## config.mk

```make
export PLATFORM = sky130hd
export DESIGN_NAME = mul_cpa_stage
export DESIGN_NICKNAME = d
export VERILOG_FILES = /design/src/rtl/mul_pkg.sv /design/src/rtl/mul_cpa_stage_adder32.sv /design/src/rtl/mul_cpa_stage.sv
export SDC_FILE = /design/constraint.sdc
export NUM_CORES = 1
export LEC_CHECK = 0
export CAP_MARGIN = 25
export CORE_MARGIN = 1
export CORE_UTILIZATION = 52
export DETAILED_ROUTE_END_ITERATION = 16
export PLACE_DENSITY = 0.81
export SYNTH_ARGS = -nofsm -noshare
export SYNTH_HDL_FRONTEND = slang
export SYNTH_SLANG_ARGS = --single-unit
```

## constraint.sdc

```tcl
create_clock -name clk -period 3.93 [get_ports clk]
set_clock_uncertainty 0.2 [all_clocks]
set_input_delay 0.786 -clock clk [delete_from_list [all_inputs] [get_ports clk]]
set_output_delay 0.786 -clock clk [all_outputs]
set_load 0.1 [all_outputs]
```

## src/rtl/mul_pkg.sv

```systemverilog
// Shared multiplier definitions: RISC-V M-extension multiply op encoding and
// the operand/product widths used by the Booth front end, the compressor tree
// and the final carry-propagate stage.
package mul_pkg;

  localparam int MUL_XLEN   = 32;
  localparam int MUL_PROD_W = 2 * MUL_XLEN;

  typedef enum logic [1:0] {
    MUL    = 2'd0,
    MULH   = 2'd1,
    MULHSU = 2'd2,
    MULHU  = 2'd3
  } mul_op_t;

endpackage

```

## src/rtl/mul_cpa_stage_adder32.sv

```systemverilog
// Plain ripple-free behavioural adder: a + b + cin with carry-out.
// Used for both the low-half and the high-half product words.
module adder32 #(
  parameter int W = 32
) (
  input  logic [W-1:0] a,
  input  logic [W-1:0] b,
  input  logic         cin,
  output logic [W-1:0] sum,
  output logic         cout
);

  // Widen by one bit so the carry-out falls out of the same add.
  assign {cout, sum} = {1'b0, a} + {1'b0, b} + {{W{1'b0}}, cin};

endmodule

```

## src/rtl/mul_cpa_stage.sv

```systemverilog
// Final carry-propagate stage of the Wallace-tree multiplier. Resolves the
// carry-save pair into the 64-bit product over two pipeline stages (low word
// first, high word second, carry handed across the stage register), picks the
// low or high word by op, and hands it off under valid/ready with flush.
module mul_cpa_stage
  import mul_pkg::*;
#(
  parameter int XLEN  = 32,
  parameter int TAG_W = 5
) (
  input  logic                clk,
  input  logic                rst_n,
  input  logic                flush,
  input  logic                in_valid,
  output logic                in_ready,
  input  logic [2*XLEN-1:0]   in_sum,
  input  logic [2*XLEN-1:0]   in_carry,
  input  logic [1:0]          in_op,
  input  logic [TAG_W-1:0]    in_tag,
  output logic                out_valid,
  input  logic                out_ready,
  output logic [XLEN-1:0]     out_result,
  output logic [TAG_W-1:0]    out_tag
);

  logic             s1_valid, s2_valid;
  logic             s1_adv, s2_adv;
  logic             s1_load, s2_load;

  logic [XLEN-1:0]  lo_sum, hi_sum;
  logic             lo_cout;
  logic             unused_hi_cout;   // bit-64 carry of the product is dropped

  logic [XLEN-1:0]  s1_lo, s1_hi_sum, s1_hi_carry;
  logic             s1_c32;
  mul_op_t          s1_op;
  logic [TAG_W-1:0] s1_tag;

  // A stage may take new data when it is empty or its occupant leaves now.
  assign s2_adv   = !s2_valid || out_ready;
  assign s1_adv   = !s1_valid || s2_adv;
  assign in_ready = s1_adv;
  assign s1_load  = in_valid && s1_adv;
  assign s2_load  = s1_valid && s2_adv;

  assign out_valid = s2_valid;

  adder32 #(.W(XLEN)) u_add_lo (
    .a    (in_sum[XLEN-1:0]),
    .b    (in_carry[XLEN-1:0]),
    .cin  (1'b0),
    .sum  (lo_sum),
    .cout (lo_cout)
  );

  adder32 #(.W(XLEN)) u_add_hi (
    .a    (s1_hi_sum),
    .b    (s1_hi_carry),
    .cin  (s1_c32),
    .sum  (hi_sum),
    .cout (unused_hi_cout)
  );

  // Occupancy bits; flush wins over any transfer happening the same edge.
  always_ff @(posedge clk or negedge rst_n) begin
    if (!rst_n) begin
      s1_valid <= 1'b0;
      s2_valid <= 1'b0;
    end else if (flush) begin
      s1_valid <= 1'b0;
      s2_valid <= 1'b0;
    end else begin
      if (s1_adv) s1_valid <= in_valid;
      if (s2_adv) s2_valid <= s1_valid;
    end
  end

  // S1 data: low-half sum plus its carry, high halves parked for S2.
  always_ff @(posedge clk or negedge rst_n) begin
    if (!rst_n) begin
      s1_lo       <= '0;
      s1_c32      <= 1'b0;
      s1_hi_sum   <= '0;
      s1_hi_carry <= '0;
      s1_op       <= MUL;
      s1_tag      <= '0;
    end else if (s1_load) begin
      s1_lo       <= lo_sum;
      s1_c32      <= lo_cout;
      s1_hi_sum   <= in_sum[2*XLEN-1:XLEN];
      s1_hi_carry <= in_carry[2*XLEN-1:XLEN];
      s1_op       <= mul_op_t'(in_op);
      s1_tag      <= in_tag;
    end
  end

  // S2 data: finish the high half and keep only the word the op asks for.
  always_ff @(posedge clk or negedge rst_n) begin
    if (!rst_n) begin
      out_result <= '0;
      out_tag    <= '0;
    end else if (s2_load) begin
      out_result <= (s1_op == MUL) ? s1_lo : hi_sum;
      out_tag    <= s1_tag;
    end
  end

endmodule

```

# --- Word-level counts from Yosys, hierarchy flattened ---
# Index checks and enable logic that the tools add are counted.
totals:
  register_bits: 143
  latchBits: 0
  ramBits: 0
  mem_bits_ro: 0
  inputBits: 140
  n_memories: 0
classes:
  n_addsub: 3
  mul: 0
  div: 0
  magnitude_cmp: 0
  n_eq_ne: 0
  shifts: 0
  muxes: 5
  bitwise: 0
  reduce_logical: 9
op_table:
  columns: ["cell", "n"]
  rows:
  - ["adder 32 x 32 -> 33 bit", 1]
  - ["adder 32 x 1 -> 32 bit", 1]
  - ["adder 32 bit", 1]
  - ["two-way mux 32 bit", 1]
  - ["two-way mux 1 bit", 4]
  - ["nonzero test 2 bit", 2]
  - ["logical AND 1 bit", 2]
  - ["zero test 1 bit", 2]
  - ["zero test 2 bit", 1]
  - ["logical OR 1 bit", 2]

# --- Longest topological paths before layout ---
depth:
  ltp_word: 5
  depth_mapped: 11

# --- By module ---
# A second synthesis with hierarchy kept.
hier_totals:
  hier_cells: 889
  hier_area_um2: 9633.0
modules_own_cells:
  columns: ["mod", "n_inst", "cells_each", "area_per_inst_um2", "seq_area_each_um2"]
  rows:
  - ["mul_cpa_stage", 1, 384, 5977.0, 3578.4]
  - ["adder32 at u_add_hi", 1, 259, 1854.3, 0.0]
  - ["adder32 at u_add_lo", 1, 246, 1801.7, 0.0]

# --- Least setup slack after synthesis ---
# No wires, ideal clock.
synth_timing:
  kind: "reg2reg"
  start: "register s2_valid (netlist: out_valid)"
  end: "register s1_hi_carry[24]"
  setup_time_ps: 65
  arrival_ps: 3124
  t_required_ps: 3665
  setup_slack_ps: 540
  stages_incl_launch_ff: 9
  period_less_slack_ps: 3390
  path_cell_list: "dfrtp_1 nor2b_1 nand2_1 nand2_1 clkbuf_1 clkbuf_1 buf_1 nand2_1 nand2_1"
synth_via:
  elab_chain_cells: 4
synth_lines:
  columns: ["item", "line", "text"]
  rows:
  - ["from (decl)", "mul_cpa_stage.sv:26", "logic s1_valid, s2_valid;"]
  - ["from (signal assigned)", "mul_cpa_stage.sv:74", "if (s2_adv) s2_valid <= s1_valid;"]
  - ["zero test 1 bit", "mul_cpa_stage.sv:40", "assign s2_adv = !s2_valid || out_ready;"]
  - ["logical OR 1 bit", "mul_cpa_stage.sv:40", null]
  - ["logical OR 1 bit", "mul_cpa_stage.sv:41", "assign s1_adv = !s1_valid || s2_adv;"]
  - ["net in_ready", "mul_cpa_stage.sv:15", "output logic in_ready,"]
  - ["logical AND 1 bit", "mul_cpa_stage.sv:43", "assign s1_load = in_valid && s1_adv;"]
  - ["to (signal assigned)", "mul_cpa_stage.sv:91", "s1_hi_carry <= in_carry[2*XLEN-1:XLEN];"]
  - ["to (decl)", "mul_cpa_stage.sv:34", "logic [XLEN-1:0] s1_lo, s1_hi_sum, s1_hi_carry;"]
# The timed path passes the listed nets, and every way through them passes these cells.
# A chain may end at the register's enable or synchronous reset.

# --- Final worst setup path ---
layout_timing:
  start: "register s1_c32"
  end: "register out_result[14]"
layout_via:
  elab_chain_cells: 2
layout_lines:
  columns: ["item", "line", "text"]
  rows:
  - ["from (decl)", "mul_cpa_stage.sv:35", "logic s1_c32;"]
  - ["from (signal assigned)", "mul_cpa_stage.sv:89", "s1_c32 <= lo_cout;"]
  - ["adder 32 x 1 -> 32 bit", "mul_cpa_stage_adder32.sv:14", "assign {cout, sum} = {1'b0, a} + {1'b0, b} + {{W{1'b0}}, cin};"]
  - ["two-way mux 32 bit", "mul_cpa_stage.sv:103", "out_result <= (s1_op == MUL) ? s1_lo : hi_sum;"]
  - ["to (signal assigned)", "mul_cpa_stage.sv:103", null]
  - ["to (decl)", "mul_cpa_stage.sv:22", "output logic [XLEN-1:0] out_result,"]
# No other way between the ends.

==> key figures <==
Critical path
  – Critical path arrival: 3.73 ns
  – Reg2Reg Depth: 11
  – CP bufs+invs: 0
  – Delay-heaviest family, CP: compound AO/OA/AOI/OAI gates
  – Critical Path Sink Type: flip-flop
  – Worst-path cell chain: fa_1 > fa_1 > a211oi_1 > nor2_1 > o31a_1 > or3_2 > or2_1 > a21oi_1 > xnor2_1 > mux2i_1 > o21ai_1
  – Worst EP required: 4.07 ns
  – Critical path startpoint category: flip-flop
  – CP max stage delay: 0.48 ns
  – Most frequent CP cell: fa_1
  – Max stage delay cell, worst path: or3_2
  – Crit-path max FO: 3
  – CP Class: flip-flop to flip-flop
  – WP depth: 11

Power and ir drop
  – Worst IR Drop VDD: 0.000342 V
  – Static Leak: 0.00539 uW
  – Power per cell area: 521 nW/um2

Clock network
  – Post-CTS sizing: 0
  – CTS tree: yes
  – Clk pin slew, worst setup/hold paths: 0.06 ns
  – Post-CTS Setup Inserts: 0
  – CTS Buf Count: 17
  – Root Buffer: clkbuf_16
  – Worst-case clock buffer depth: 2
  – H-tree Lvls: 4
  – Clk sink count: 143
  – CTS Hold Bufs: 0
  – Skew-Pair Late Insertion Delay: 0.42 ns

Layout
  – Layout filler cell count: 1,311
  – Layout cells sized above 1: 5.30%
  – Antenna Cells: 0
  – Area Growth Syn to Fin: 30.6%
  – NumNets Final: 1,399

Floorplanning
  – FP Rows: 46
  – Die width: 131 um
  – # IOs: 179
  – Core area: 16,000 um2
  – Initial Util: 53.8%
  – Die Area: 17,100 um2
  – Die Ht: 131 um

STA
  – Min Tclk post-route: 3.59 ns
  – Final hold slack: 0.222 ns
  – Tightest Pin Transition: 1.05 ns
  – Final setup fails: 0
  – Fmax: 279 MHz
  – Setup_tns: 0 ns
  – Slew margin rel.: 29.9%
  – Fin. Hold Viols: 0
  – Max-slew violation count: 0
  – Tcrit/Tclk final: 91.3%
  – Final worst setup slack: 0.341 ns
  – RSZ-0062 raised after global routing: no

Routing
  – Wire per inst: 16.2 um
  – DRC viols: 0
  – Vias: 7,861
  – Antenna Nets Post-Route: 0
  – DR vias/cell: 5.52
  – Final wirelength: 23,000 um
  – Initial DRC count: 491
  – DRT Pass-1 Iters: 5

Flow run
  – Max-Cap Viols: 0

Placed design
  – Post-DP HPWL: 16,900 um
  – Placer Congestion: 0.884
  – Port Buffers: 178
  – Dpl ws: 0.0231 ns

Synthesis
  – Synth cell types: 59
  – Warnings, synthesis: 0
  – Syn_nets: 1,237
  – Syn Std Cell Area: 8610 um2
  – Ys flop type: dfrtp_1
  – Synth Instances: 1,032
  – Sequential cell area fraction in the yosys report: 41.6%
  – Syn avg cell area: 8.34 um2
  – Async SR Flop Fraction: 100%
  – Number of synthesized flops with an enable pin: 0
  – Synthesized flop and latch total: 143

GRT
  – Global route total overflow: 0
  – Total GRT Usage: 28.1%
  – First-pass GRT wire length: 36,900 um
  – Largest net degree at the start of global routing: 86
  – Initial antenna violation count: 0
  – Vias in the first global route: 7,598

Run status
  – Status: finished clean

Hold path
  – Worst min path class: input port to asynchronous set/reset pin
## placed cells by master, fill, tap and decap left out, types with 6 or more instances in the layout
cell               n
nand2_1          329
clkdlybuf4s50_1  176
dfrtp_1          143
a21oi_1           89
ha_1              62
o21ai_0           61
nor2_1            49
a21o_1            36
xnor2_1           28
xor2_1            25
clkbuf_16         17
nand3_1           14
nor3_1            11
inv_1             10
and3_1             9
a31oi_1            9
o21bai_1           8
nor2b_1            8
buf_4              8
mux2i_1            7
o211ai_1           6
nand2b_1           6
clkinv_2           6
## synthesized netlist by cell type, types with 11 or more instances
cell      instances  area share, %
dfrtp_1         143             42
a21oi_1          89            5.2
nand2_1         330             14
nor2_1           50            2.2
nor3_1           11           0.64
clkbuf_1         41            1.8
xor2_1           25            2.5
a21o_1           36            3.1
o21ai_0          61            3.5
ha_1             62            9.0
xnor2_1          28            2.8
nand3_1          14           0.81
## state kept, by name, indices dropped and copies added, names as in the netlist
name and cells:
s1_hi_sum 32, s1_hi_carry 32, out_tag 5, s1_lo 32, out_result 32, s1_tag 5
s1_op 2, s1_c32 1, out_valid 1, s1_valid 1
## power by group
part	internal, uW	switching, uW	leakage, uW
logic	754	1560	0.00334
registers	1720	161	0.00174
clock network	1060	613	0.000308
## metal layers
| layer | wire length (um) | share of wire [%] | up-vias | track usage, % |
|---|---|---|---|---|
| met2 | 10800 | 47 | 270 | 46.2 |
| met1 | 10300 | 45 | 3709 | 37.4 |
| met3 | 1490 | 6.5 | 29 | 5.58 |
| met4 | 381 | 1.7 | 0 | 9.06 |
| met5 | 0 | 0 | - | 0 |
| li1 | - | - | 3853 | - |
## cell families after synthesis
| kind of cell | Yosys count | share of synthesized area (%) |
|---|---|---|
| AND/OR/NAND/NOR | 453 | 21.7 |
| AO/OA/AOI/OAI | 256 | 18.4 |
| flip-flops | 143 | 41.6 |
| adder cells (fa/ha/maj) | 65 | 9.71 |
| buffers and inverters | 55 | 2.40 |
| XOR/XNOR | 53 | 5.39 |
| multiplexers | 7 | 0.814 |
## path summary, 6_finish.rpt
check	endpoint	start	slack [ns]
setup / recovery	out_result[14]$_DFFE_PN0P_	s1_c32$_DFFE_PN0P_	0.34
hold / removal	s1_hi_sum[27]$_DFFE_PN0P_	rst_n	0.22
setup reg to reg	out_result[14]$_DFFE_PN0P_	s1_c32$_DFFE_PN0P_	0.34
hold reg to reg	out_tag[4]$_DFFE_PN0P_	s1_tag[4]$_DFFE_PN0P_	0.27
max in group asynchronous	out_result[10]$_DFFE_PN0P_	rst_n	2.53
min in group clk	out_tag[4]$_DFFE_PN0P_	s1_tag[4]$_DFFE_PN0P_	0.27
## final cells by class
cell class,count,area (um2),area share (%)
well taps,216,270,2.40
inverters,10,37.5,0.334
flip-flops and latches,143,3580,31.8
repair buffers,188,1890,16.8
clock buffers,21,480,4.28
clock inverters,11,136,1.21
multi-input cells,834,4840,43.1
## metrics by stage
step           util (%)  cells  power, uW  area [um2]
6_report           70.2   1423       5860       11200
5_1_grt            70.2   1423       6120       11200
4_1_cts            70.1   1422       5870       11200
3_5_place_dp       66.3   1390       4180       10600
3_3_place_gp       66.3   1390       4140       10600
2_1_floorplan         -   1032       3500        8610
Power figures use the tool's default switching activity.
